## src/rtl/counter_4b.sv

```systemverilog
// 4-bit synchronous up-counter with parallel load and synchronous clear.
// Priority per edge: reset clears, else load takes 'in', else count+1 (mod 16).
module counter_4b #(
  parameter int WIDTH = 4
) (
  input  logic             clk,
  input  logic             reset,
  input  logic [WIDTH-1:0] in,
  input  logic             load,
  output logic [WIDTH-1:0] out
);

  logic [WIDTH-1:0] count_reg;
  logic [WIDTH-1:0] count_next;
  logic [WIDTH-1:0] inc_sum;
  logic [WIDTH-1:0] carry;

  // Half-adder ripple chain adding a constant 1; the final carry is dropped so
  // 1111 wraps to 0000 with no flag.
  assign carry[0] = 1'b1;

  generate
    for (genvar gi = 0; gi < WIDTH; gi++) begin : g_inc
      assign inc_sum[gi] = count_reg[gi] ^ carry[gi];
      if (gi < WIDTH - 1) begin : g_carry
        assign carry[gi+1] = count_reg[gi] & carry[gi];
      end
    end
  endgenerate

  always_comb begin
    count_next = inc_sum;
    if (load) begin
      count_next = in;
    end
  end

  always_ff @(posedge clk) begin
    if (reset) begin
      count_reg <= '0;
    end else begin
      count_reg <= count_next;
    end
  end

  assign out = count_reg;

endmodule

```

## config.mk

```make
export PLATFORM = sky130hd
export DESIGN_NAME = counter_4b
export DESIGN_NICKNAME = d
export VERILOG_FILES = /design/src/rtl/counter_4b.sv
export SDC_FILE = /design/constraint.sdc
export NUM_CORES = 1
export LEC_CHECK = 0
export CAP_MARGIN = 40
export CORE_AREA = 2 2 39 41
export CTS_CLUSTER_DIAMETER = 60
export DETAILED_ROUTE_END_ITERATION = 10
export DIE_AREA = 0 0 41 43
export PLACE_DENSITY = 0.43
export SYNTH_ARGS = -nofsm -noshare
export SYNTH_HDL_FRONTEND = slang
export SYNTH_SLANG_ARGS = --single-unit
```

## constraint.sdc

```tcl
create_clock -name clk -period 1.5 [get_ports clk]
set_input_delay 0.225 -clock clk [delete_from_list [all_inputs] [get_ports clk]]
set_output_delay 0.225 -clock clk [all_outputs]
set_load 0.05 [all_outputs]
```

Word level (Yosys, flattened, before mapping)
Index checks and enable logic that the tools add are counted.
{"block": "totals", "elab_cells": 8, "in_bits": 7, "register_bits": 4, "out_inout_bits": 4}
{"block": "op_classes", "muxes": 1, "n_bitwise": 6}
{"op": "$mux W4", "count": 1}
{"op": "$xor A1 B1 Y1", "count": 3}
{"op": "$and A1 B1 Y1", "count": 2}
{"op": "$not A1 Y1", "count": 1}

Logic depth before layout (Yosys ltp)
Gate-level depths: netlist (run 1).
{"block": "depth", "word_depth": 4, "mapped_depth": 4, "depth_no_buf": 4}

Worst setup path after synthesis (run 1)
Ideal clock, no wire load.
{"block": "synth_path", "path_type": "reg-to-reg", "from": "reg count_reg[0], in the netlist out[0]", "to": "reg count_reg[3], in the netlist out[3]", "stages_incl_launch_ff": 5, "path_slack_ps": 116, "n_path_buf": 0, "t_required_ps": 1421, "t_arrival_ps": 1305, "setup_time_ps": 79, "period_less_slack_ps": 1384, "path_cell_list": "dfxtp_1 -> ha_1 -> ha_1 -> xnor2_1 -> a211oi_2"}
{"block": "synth_via", "elab_chain_len": 4}
{"element": "start: declaration", "line": "13", "source": "logic [WIDTH-1:0] count_reg;"}
{"element": "start signal: assignment", "line": "42", "source": "count_reg <= count_next;"}
{"element": "$and A1 B1 Y1 (2 in series)", "line": "26", "source": "assign carry[gi+1] = count_reg[gi] & carry[gi];"}
{"element": "$xor A1 B1 Y1", "line": "24", "source": "assign inc_sum[gi] = count_reg[gi] ^ carry[gi];"}
{"element": "$mux W4", "line": "33", "source": "if (load) begin"}
Every way passes these cells.
A chain may end at the register's enable or synchronous reset.

Worst setup path after layout (run 1)
Same ends and word-level chain as after synthesis.

==> impl_metrics.env, run 1 <==
export IMPL_grt_pass1_vias=149
export IMPL_peakVddDrop_mv=0.6083
export IMPL_crit_arrival_ps=1320
export IMPL_clock_sinks=4
export IMPL_holdBufCountCts=0
export IMPL_cts_setup_buffers=0
export IMPL_hold_path_depth=1
export IMPL_grt_overflow_total=0
export IMPL_ant_nets=0
export IMPL_startpoint_type="flip-flop"
export IMPL_clk_latency_ps=230
export IMPL_reg2regPathDepth=4
export IMPL_start_util_pct=13.20
export IMPL_slew_viol_final=0
export IMPL_drive_gt1_share_pct=31.03
export IMPL_power_density_nw_per_um2=1030
export IMPL_min_period_ps=1176
export IMPL_drv_cap=0
export IMPL_synth_fp_nets=25
export IMPL_hold_viol_final=0
export IMPL_gp_congestion=0.5808
export IMPL_crit_type="flip-flop to flip-flop"
export IMPL_use_met2_pct=5.625
export IMPL_final_cell_mix="clkdlybuf4s50_1, dfxtp_1, clkbuf_4, buf_4"
export IMPL_reg2reg_to="out[3]"
export IMPL_drt_wirelength_per_cell_um=8.000
export IMPL_largest_reg_flops=4
export IMPL_cp_required_ps=1650
export IMPL_dp_hpwl_um=305.2
export IMPL_tritoncts="done"
export IMPL_die_area_um2=1763
export IMPL_critical_path_max_stage_delay_ps=350
export IMPL_wirelength_um=360
export IMPL_cp_max_fo=3
export IMPL_grt_pass1_wl_um=607
export IMPL_cp_common_cell="ha_1"
export IMPL_die_h_um=43
export IMPL_cts_buffers_inserted=3
export IMPL_crit_chain="ha_1, ha_1, xnor2_1, a211oi_2"
export IMPL_grt_util_met1_pct=7.074
export IMPL_crit_cells=4
export IMPL_firstDrtPassIters=2
export IMPL_layout_commonest_cell="clkdlybuf4s50_1"
export IMPL_diodes=0
export IMPL_synth_seq_cells=4
export IMPL_drt_iter0_drc=4
export IMPL_fp_row_count=14
export IMPL_regArea_um2=80.08
export IMPL_core_area_um2=1384
export IMPL_grt_max_degree=6
export IMPL_period_share_pct=78.39
export IMPL_syn_area_per_cell_um2=11.42
export IMPL_nets=40
export IMPL_cts_path_max_buffers=2
export IMPL_r2r_setup_slack_ps=320
export IMPL_seq_area_frac_synth_pct=43.84
export IMPL_fmax_mhz=850.5
export IMPL_path_buf_inv=0
export IMPL_syn_inst=16
export IMPL_ys_warn_count=0
export IMPL_synth_cell_types=8
export IMPL_area_delta_synth_final_pct=79.45
export IMPL_synth_area_um2=182.7
export IMPL_setup_violations=0
export IMPL_maxSlewHeadroom_pct=86.66
export IMPL_grtUsageMet3_pct=8.901
export IMPL_multi_input_area_um2=98.84
export IMPL_status="finished clean"
export IMPL_track_usage_pct=6.024
export IMPL_end_kind="flip-flop"
export IMPL_fin_tns_setup_ps=0
export IMPL_cts_max_level=1
export IMPL_critPathCapture="out[3]"
export IMPL_critical_path_top_delay_family="adder cells"
export IMPL_cts_root_buf="clkbuf_4"
export IMPL_whs_ps=552.5
export IMPL_via_per_inst=3.444
export IMPL_crit_start="out[0]"
export IMPL_slowest_stage="dfxtp_1"
export IMPL_cts_resized=0
export IMPL_cts_clk_slew_worst_paths_ps=40
export IMPL_reg2reg_from="out[0]"
export IMPL_rsz0062_at_grt="no"
export IMPL_die_w_um=41
export IMPL_hold_path_class="flip-flop to flip-flop"
export IMPL_vias=155
export IMPL_p_leak_nw=0.1451
export IMPL_portBuffers=10
export IMPL_drcViolationCount=0
export IMPL_tightest_slew_ps=199.4
export IMPL_fin_worst_skew_ps=1.713
export IMPL_design_portCount=11
export IMPL_gr_max_usage_layer="met3"
export IMPL_nFillCells=145
export IMPL_antenna_found_initial=0
[power by group]
| part | internal, W | switching [W] | total [W] |
|---|---|---|---|
| clock network | 0.0000890 | 0.0000375 | 0.000127 |
| logic | 0.0000413 | 0.0000475 | 0.0000887 |
| registers | 0.000116 | 0.00000664 | 0.000122 |
| total | 0.000246 | 0.0000916 | 0.000338 |
[stage by stage]
stage | cells | setup WS, ps | power (W) | utilization [%] | cell area [um2]
floorplan | 16 | 115.9 | 0.0001714 | - | 182.7
global placement | 42 | 335.2 | 0.0002117 | 22.06 | 305.3
detailed placement | 42 | 301.8 | 0.0002136 | 22.06 | 305.3
CTS | 45 | 305.6 | 0.0003489 | 23.69 | 327.8
global route | 45 | 238.5 | 0.0003639 | 23.69 | 327.8
finish | 45 | 324.2 | 0.0003376 | 23.69 | 327.8
[area by class of cell]
cell class	count	area share [%]
Clock buffer	3	6.870
Inverter	1	1.145
Multi-Input combinational cell	11	30.15
Sequential cell	4	24.43
Tap cell	16	6.107
Timing Repair Buffer	10	31.30
[worst min-delay path by stage]
stage,start,to
6_report,out[0],out[0]
5_1_grt,out[0],out[0]
4_1_cts,out[0],out[0]
3_5_place_dp,out[0],out[0]
3_3_place_gp,out[0],out[0]
2_1_floorplan,reset,out[3]
[worst reg2reg max path, delay by kind of cell, from the launching register on]
kind / cells / cell delay, ps
DFF: 1 / 350
xor gates and xnor gates: 1 / 140
AOI/OAI and AO/OA: 1 / 200
adders and majority gates: 2 / 410
[synthesized netlist by cell type]
cell | count | area (um2)
inv_1 | 1 | 3.750
dfxtp_1 | 4 | 80.08
xnor2_1 | 1 | 8.760
nor2b_1 | 2 | 12.51
ha_1 | 2 | 25.02
mux2i_1 | 2 | 20.02
nor2_1 | 2 | 7.510
a211oi_2 | 2 | 25.02
[layer usage]
metal  wire [um]  up-vias  share of wire, %
li1            -       81                 -
met5           0        -                 0
met2          91       11                25
met4           0        0                 0
met3          76        0                21
met1         192       63                53
[cells by family after synthesis]
| family | after synthesis | synth area share, % |
|---|---|---|
| buffers and inverters | 1 | 2.053 |
| AO/OA/AOI/OAI | 2 | 13.70 |
| AND/OR/NAND/NOR | 4 | 10.96 |
| multiplexers | 2 | 10.96 |
| adder cells (fa/ha/maj) | 2 | 13.70 |
| flip-flops | 4 | 43.84 |
| XOR/XNOR | 1 | 4.795 |
Note: power is estimated with default switching activity, not from simulation.
==> inputs of run 2 (changes only) <==
--- a/config.mk
+++ b/config.mk
@@ -10,7 +10,7 @@
 export CTS_CLUSTER_DIAMETER = 60
 export DETAILED_ROUTE_END_ITERATION = 10
 export DIE_AREA = 0 0 41 43
-export PLACE_DENSITY = 0.43
+export PLACE_DENSITY = 0.44
 export SYNTH_ARGS = -nofsm -noshare
 export SYNTH_HDL_FRONTEND = slang
 export SYNTH_SLANG_ARGS = --single-unit
==> constraint.sdc (replaced) <==
create_clock -name clk -period 0.9 [get_ports clk]
set_input_delay 0.135 -clock clk [delete_from_list [all_inputs] [get_ports clk]]
set_output_delay 0.135 -clock clk [all_outputs]
set_load 0.05 [all_outputs]
==> run 2 against run 1 <==
Against the previous run: the run now ends with setup timing left; global-route usage increased by 1.6 points; combinational power increased by 130%; power increased by 98%; sequential share of layout area decreased by 4.2 points; sequential cell count unchanged; largest power group unchanged; via count increased by 16%.
==> impl_metrics.env, run 2 (synthesis gave the netlist of run 1 again) <==
export IMPL_tritoncts="done"
export IMPL_power_switching_w=0.0001909
export IMPL_diodes=0
export IMPL_p_leak_nw=0.1828
export IMPL_cts_clk_slew_worst_paths_ps=40
export IMPL_start_util_pct=13.20
export IMPL_post_place_ws_ps=-224.2
export IMPL_portBuffers=10
export IMPL_crit_type="flip-flop to flip-flop"
export IMPL_grt_overflow_total=0
export IMPL_peakVddDrop_mv=1.081
export IMPL_period_share_pct=114.2
export IMPL_gp_congestion=0.5849
export IMPL_largest_reg_flops=4
export IMPL_tightest_slew_ps=234.5
export IMPL_vias=180
export IMPL_fin_tns_setup_ps=-425.2
export IMPL_final_cells=49
export IMPL_whs_ps=321.8
export IMPL_crit_arrival_ps=1190
export IMPL_min_period_ps=1028
export IMPL_via_per_inst=3.673
export IMPL_clk_latency_ps=240
export IMPL_fin_worst_skew_ps=2.324
export IMPL_cp_required_ps=1060
export IMPL_layout_commonest_cell="clkdlybuf4s50_1"
export IMPL_crit_chain="ha_4, ha_4, xnor2_2, a211oi_2"
export IMPL_core_area_um2=1384
export IMPL_end_kind="flip-flop"
export IMPL_grt_max_degree=6
export IMPL_critical_path_max_stage_delay_ps=350
export IMPL_grt_pass1_vias=195
export IMPL_setup_violations=5
export IMPL_cp_common_cell="ha_4"
export IMPL_holdBufCountCts=0
export IMPL_swShare_pct=28.56
export IMPL_area_delta_synth_final_pct=140.4
export IMPL_firstDrtPassIters=1
export IMPL_clock_sinks=4
export IMPL_die_area_um2=1763
export IMPL_antenna_found_initial=0
export IMPL_drcViolationCount=0
export IMPL_failed_checks="setup timing"
export IMPL_rsz0062_at_grt="yes"
export IMPL_final_cell_mix="clkdlybuf4s50_1, buf_12, clkbuf_4"
export IMPL_cts_root_buf="clkbuf_4"
export IMPL_die_w_um=41
export IMPL_drt_wirelength_per_cell_um=9.041
export IMPL_cts_buffers_inserted=3
export IMPL_cts_path_max_buffers=2
export IMPL_worst_slack_ps=-128.0
export IMPL_status="complete, but fails checks"
export IMPL_track_usage_pct=7.631
export IMPL_drv_cap=0
export IMPL_fmax_mhz=972.8
export IMPL_power_density_nw_per_um2=1522
export IMPL_slowest_stage="dfxtp_4"
export IMPL_p_comb_share_pct=30.9
export IMPL_cp_max_fo=2
export IMPL_cts_max_level=1
export IMPL_p_int_w=0.0004774
export IMPL_drive_gt1_share_pct=54.55
export IMPL_p_seq_share_pct=31.7
export IMPL_grt_pass1_wl_um=841
export IMPL_startpoint_type="flip-flop"
export IMPL_ant_nets=0
export IMPL_nets=43
export IMPL_maxSlewHeadroom_pct=84.34
export IMPL_total_power_w=0.0006683
export IMPL_hold_path_class="input pin to flip-flop"
export IMPL_design_portCount=11
export IMPL_pwr_share_clk_pct=37.4
export IMPL_wirelength_um=443
export IMPL_hold_viol_final=0
export IMPL_post_place_cells=44
export IMPL_die_h_um=43
export IMPL_drt_iter0_drc=0
export IMPL_slew_viol_final=0
export IMPL_fp_row_count=14
[run 2: routing by layer]
| layer | track usage [%] | vias to the layer above | wire length (um) |
|---|---|---|---|
| met5 | 0 | - | 0 |
| met4 | 0 | 0 | 0 |
| met3 | 9.948 | 0 | 90 |
| met2 | 8.750 | 14 | 177 |
| met1 | 9.325 | 76 | 174 |
| li1 | - | 90 | - |
[run 2: final cells by class]
cell class / count / area [um2]
fill: 136 / 944.7
timing repair buffer: 13 / 168.9
multi-input combinational: 11 / 131.4
inverter: 1 / 3.754
clock buffer: 4 / 26.28
tap: 16 / 20.02
sequential: 4 / 88.84
[run 2: stage by stage]
stage               instance area (um2)  util, %
finish                            439.2    31.74
global route                      439.2    31.74
CTS                               436.7    31.56
detailed placement                391.6    28.30
global placement                  391.6    28.30
floorplan                         216.5        -
[run 2: final timing paths]
| check | start | endpoint | slack, ps | cells after the start |
|---|---|---|---|---|
| setup / recovery | out[1] | out[3] | -130 | 4 |
| hold / removal | load | out[2] | 320 | 3 |
| hold reg to reg | out[0] | out[0] | 640 | 3 |
| setup reg to reg | out[1] | out[3] | -130 | 4 |
[run 2: power by group through the flow]
stage | Combinational (W) | Sequential [W] | Clock, W
5_1_grt | 0.000222 | 0.000215 | 0.000291
4_1_cts | 0.000209 | 0.000212 | 0.000260
3_3_place_gp | 0.000197 | 0.000213 | 0
2_1_floorplan | 0.0000371 | 0.000260 | 0
3_5_place_dp | 0.000200 | 0.000214 | 0
6_report | 0.000207 | 0.000212 | 0.000250
[run 2: timing repair]
item,4_1_cts,5_1_grt
endpoints found under the hold margin,0,0
pin swaps,1,1
buffers inserted,1,0
setup endpoints to repair,5,7
gates resized for setup,2,1
[run 2: critical path, delay by kind of cell, from the launching register on]
kind | cells | cell delay, ps
flip-flops | 1 | 350
adder cells (fa/ha/maj) | 2 | 310
AO/OA/AOI/OAI | 1 | 160
XOR/XNOR | 1 | 130
==> inputs of run 3 (changes only) <==
--- a/config.mk
+++ b/config.mk
@@ -10,7 +10,7 @@
 export CTS_CLUSTER_DIAMETER = 60
 export DETAILED_ROUTE_END_ITERATION = 10
 export DIE_AREA = 0 0 41 43
-export PLACE_DENSITY = 0.44
+export PLACE_DENSITY = 0.43
 export SYNTH_ARGS = -nofsm -noshare
 export SYNTH_HDL_FRONTEND = slang
 export SYNTH_SLANG_ARGS = --single-unit
==> constraint.sdc (replaced) <==
create_clock -name clk -period 1.3 [get_ports clk]
set_input_delay 0.195 -clock clk [delete_from_list [all_inputs] [get_ports clk]]
set_output_delay 0.195 -clock clk [all_outputs]
set_load 0.05 [all_outputs]
==> run 3 against run 2 <==
Against the previous run: the flow now finishes without violations; clock power fell by 40%; cell count fell by 8.2%; register-to-register slack improved by 250 ps; clock skew rose by 2.0 ps; global-route usage fell by 0.91 points; core utilization fell by 5.2 points; largest cell class unchanged; highest routed layer unchanged.
==> impl_metrics.env, run 3 (synthesis gave the netlist of run 1 again) <==
export IMPL_ant_nets=0
export IMPL_worst_slack_ps=120.6
export IMPL_wirelength_um=425
export IMPL_layout_commonest_cell="clkdlybuf4s50_1"
export IMPL_crit_type="flip-flop to flip-flop"
export IMPL_crit_arrival_ps=1330
export IMPL_crit_chain="ha_1, ha_1, xnor2_1, a211oi_2"
export IMPL_cts_buffers_inserted=3
export IMPL_nets=40
export IMPL_peakVddDrop_mv=0.6110
export IMPL_multi_input_area_um2=98.84
export IMPL_die_w_um=41
export IMPL_drv_cap=0
export IMPL_hold_viol_final=0
export IMPL_clk_latency_ps=230
export IMPL_cp_common_cell="ha_1"
export IMPL_slowest_stage="dfxtp_2"
export IMPL_grt_pass1_vias=168
export IMPL_drt_iter0_drc=2
export IMPL_gp_congestion=0.5509
export IMPL_hold_path_class="flip-flop to flip-flop"
export IMPL_dp_hpwl_um=342.5
export IMPL_p_seq_share_pct=35.1
export IMPL_drcViolationCount=0
export IMPL_die_h_um=43
export IMPL_cts_path_max_buffers=2
export IMPL_cts_clk_slew_worst_paths_ps=40
export IMPL_power_density_nw_per_um2=1137
export IMPL_antenna_found_initial=0
export IMPL_min_period_ps=1179
export IMPL_grt_overflow_total=0
export IMPL_pwr_share_clk_pct=35.7
export IMPL_power_switching_w=0.0001145
export IMPL_rsz0062_at_grt="no"
export IMPL_reg2reg_to="out[3]"
export IMPL_drt_wirelength_per_cell_um=9.444
export IMPL_diodes=0
export IMPL_place_area_um2=345.3
export IMPL_drive_gt1_share_pct=37.93
export IMPL_design_area_um2=367.9
export IMPL_cp_required_ps=1450
export IMPL_critical_path_max_stage_delay_ps=340
export IMPL_area_delta_synth_final_pct=101.4
export IMPL_regArea_um2=82.58
export IMPL_nFillCells=146
export IMPL_cp_max_fo=3
export IMPL_status="finished clean"
export IMPL_firstDrtPassIters=2
export IMPL_p_leak_nw=0.1561
export IMPL_maxSlewHeadroom_pct=84.46
export IMPL_vias=165
export IMPL_period_share_pct=90.72
export IMPL_via_per_inst=3.667
export IMPL_tightest_slew_ps=232.4
export IMPL_critical_path_top_delay_family="adder cells"
export IMPL_r2r_setup_slack_ps=120
export IMPL_fmax_mhz=847.9
export IMPL_fin_tns_setup_ps=0
export IMPL_startpoint_type="flip-flop"
export IMPL_slew_viol_final=0
export IMPL_fp_row_count=14
export IMPL_cts_max_level=1
export IMPL_reg2reg_from="out[0]"
export IMPL_core_area_um2=1384
export IMPL_cts_root_buf="clkbuf_4"
export IMPL_fin_util_pct=26.58
export IMPL_post_place_ws_ps=108.8
export IMPL_swShare_pct=27.38
export IMPL_track_usage_pct=6.720
export IMPL_path_buf_inv=0
export IMPL_hold_path_depth=1
export IMPL_start_util_pct=13.20
export IMPL_p_comb_share_pct=29.2
export IMPL_holdBufCountCts=0
export IMPL_largest_reg_flops=4
export IMPL_setup_violations=0
export IMPL_portBuffers=10
export IMPL_grt_pass1_wl_um=703
export IMPL_final_cell_mix="clkdlybuf4s50_1, buf_12, clkbuf_4"
export IMPL_hp_start="out[0]"
export IMPL_cts_setup_buffers=0
export IMPL_end_kind="flip-flop"
export IMPL_tritoncts="done"
export IMPL_p_int_w=0.0003037
export IMPL_design_portCount=11
export IMPL_fin_worst_skew_ps=4.294
export IMPL_reg2regPathDepth=4
export IMPL_hold_end="out[0]"
export IMPL_grt_max_degree=6
export IMPL_cts_resized=0
export IMPL_clock_sinks=4
export IMPL_die_area_um2=1763
run 3: cell types whose count changed in the layout (fill, tap and decap cells not counted), moves of 2 or more:
cell	change
ha_4	-2
buf_4	-2
dfxtp_4	-2
ha_1	+2
run 3: routing by layer:
layer / part of all wire, % / routed length (um) / GRT usage [%]
met5: 0 / 0 / 0
met1: 43 / 182 / 7.692
met2: 38 / 162 / 7.500
met3: 19 / 80 / 8.377
met4: 0 / 0 / 2.000
run 3: stage by stage:
stage                     instances  hold WS, ps  power [W]
final                            45        487.7  0.0004183
after global routing             45        503.7  0.0004519
after detailed placement         42        480.0  0.0002709
after CTS                        45        489.9  0.0004292
after global placement           42        476.3  0.0002685
after floorplan                  16        259.6  0.0001991
run 3: power by group through the flow:
| stage | registers, W | logic, W | clock network [W] |
|---|---|---|---|
| floorplan | 0.000177 | 0.0000220 | 0 |
| global placement | 0.000148 | 0.000120 | 0 |
| detailed placement | 0.000149 | 0.000122 | 0 |
| CTS | 0.000147 | 0.000123 | 0.000159 |
| global route | 0.000148 | 0.000128 | 0.000176 |
| finish | 0.000147 | 0.000122 | 0.000150 |
run 3: worst register-to-register path: stages (launching register included):
cell	delay, ps
dfxtp_2	340
ha_1	210
ha_1	190
xnor2_1	140
a211oi_2	220
run 3: layout make-up:
class                   instances  share of cell area (%)
multi-input cells              11                   26.87
repair buffers                 10                   38.10
well taps                      16                   5.442
inverters                       1                   1.020
flip-flops and latches          4                   22.45
clock buffers                   3                   6.122
run 3: worst max path at each step:
stage / start / end / slack [ps] / depth (start not counted)
detailed placement: load / out[3] / 110 / 3
finish: out[0] / out[3] / 120 / 4
global route: out[0] / out[3] / 80 / 4
global placement: load / out[1] / 150 / 3
floorplan: out[0] / out[3] / 80 / 4
CTS: out[0] / out[3] / 120 / 4
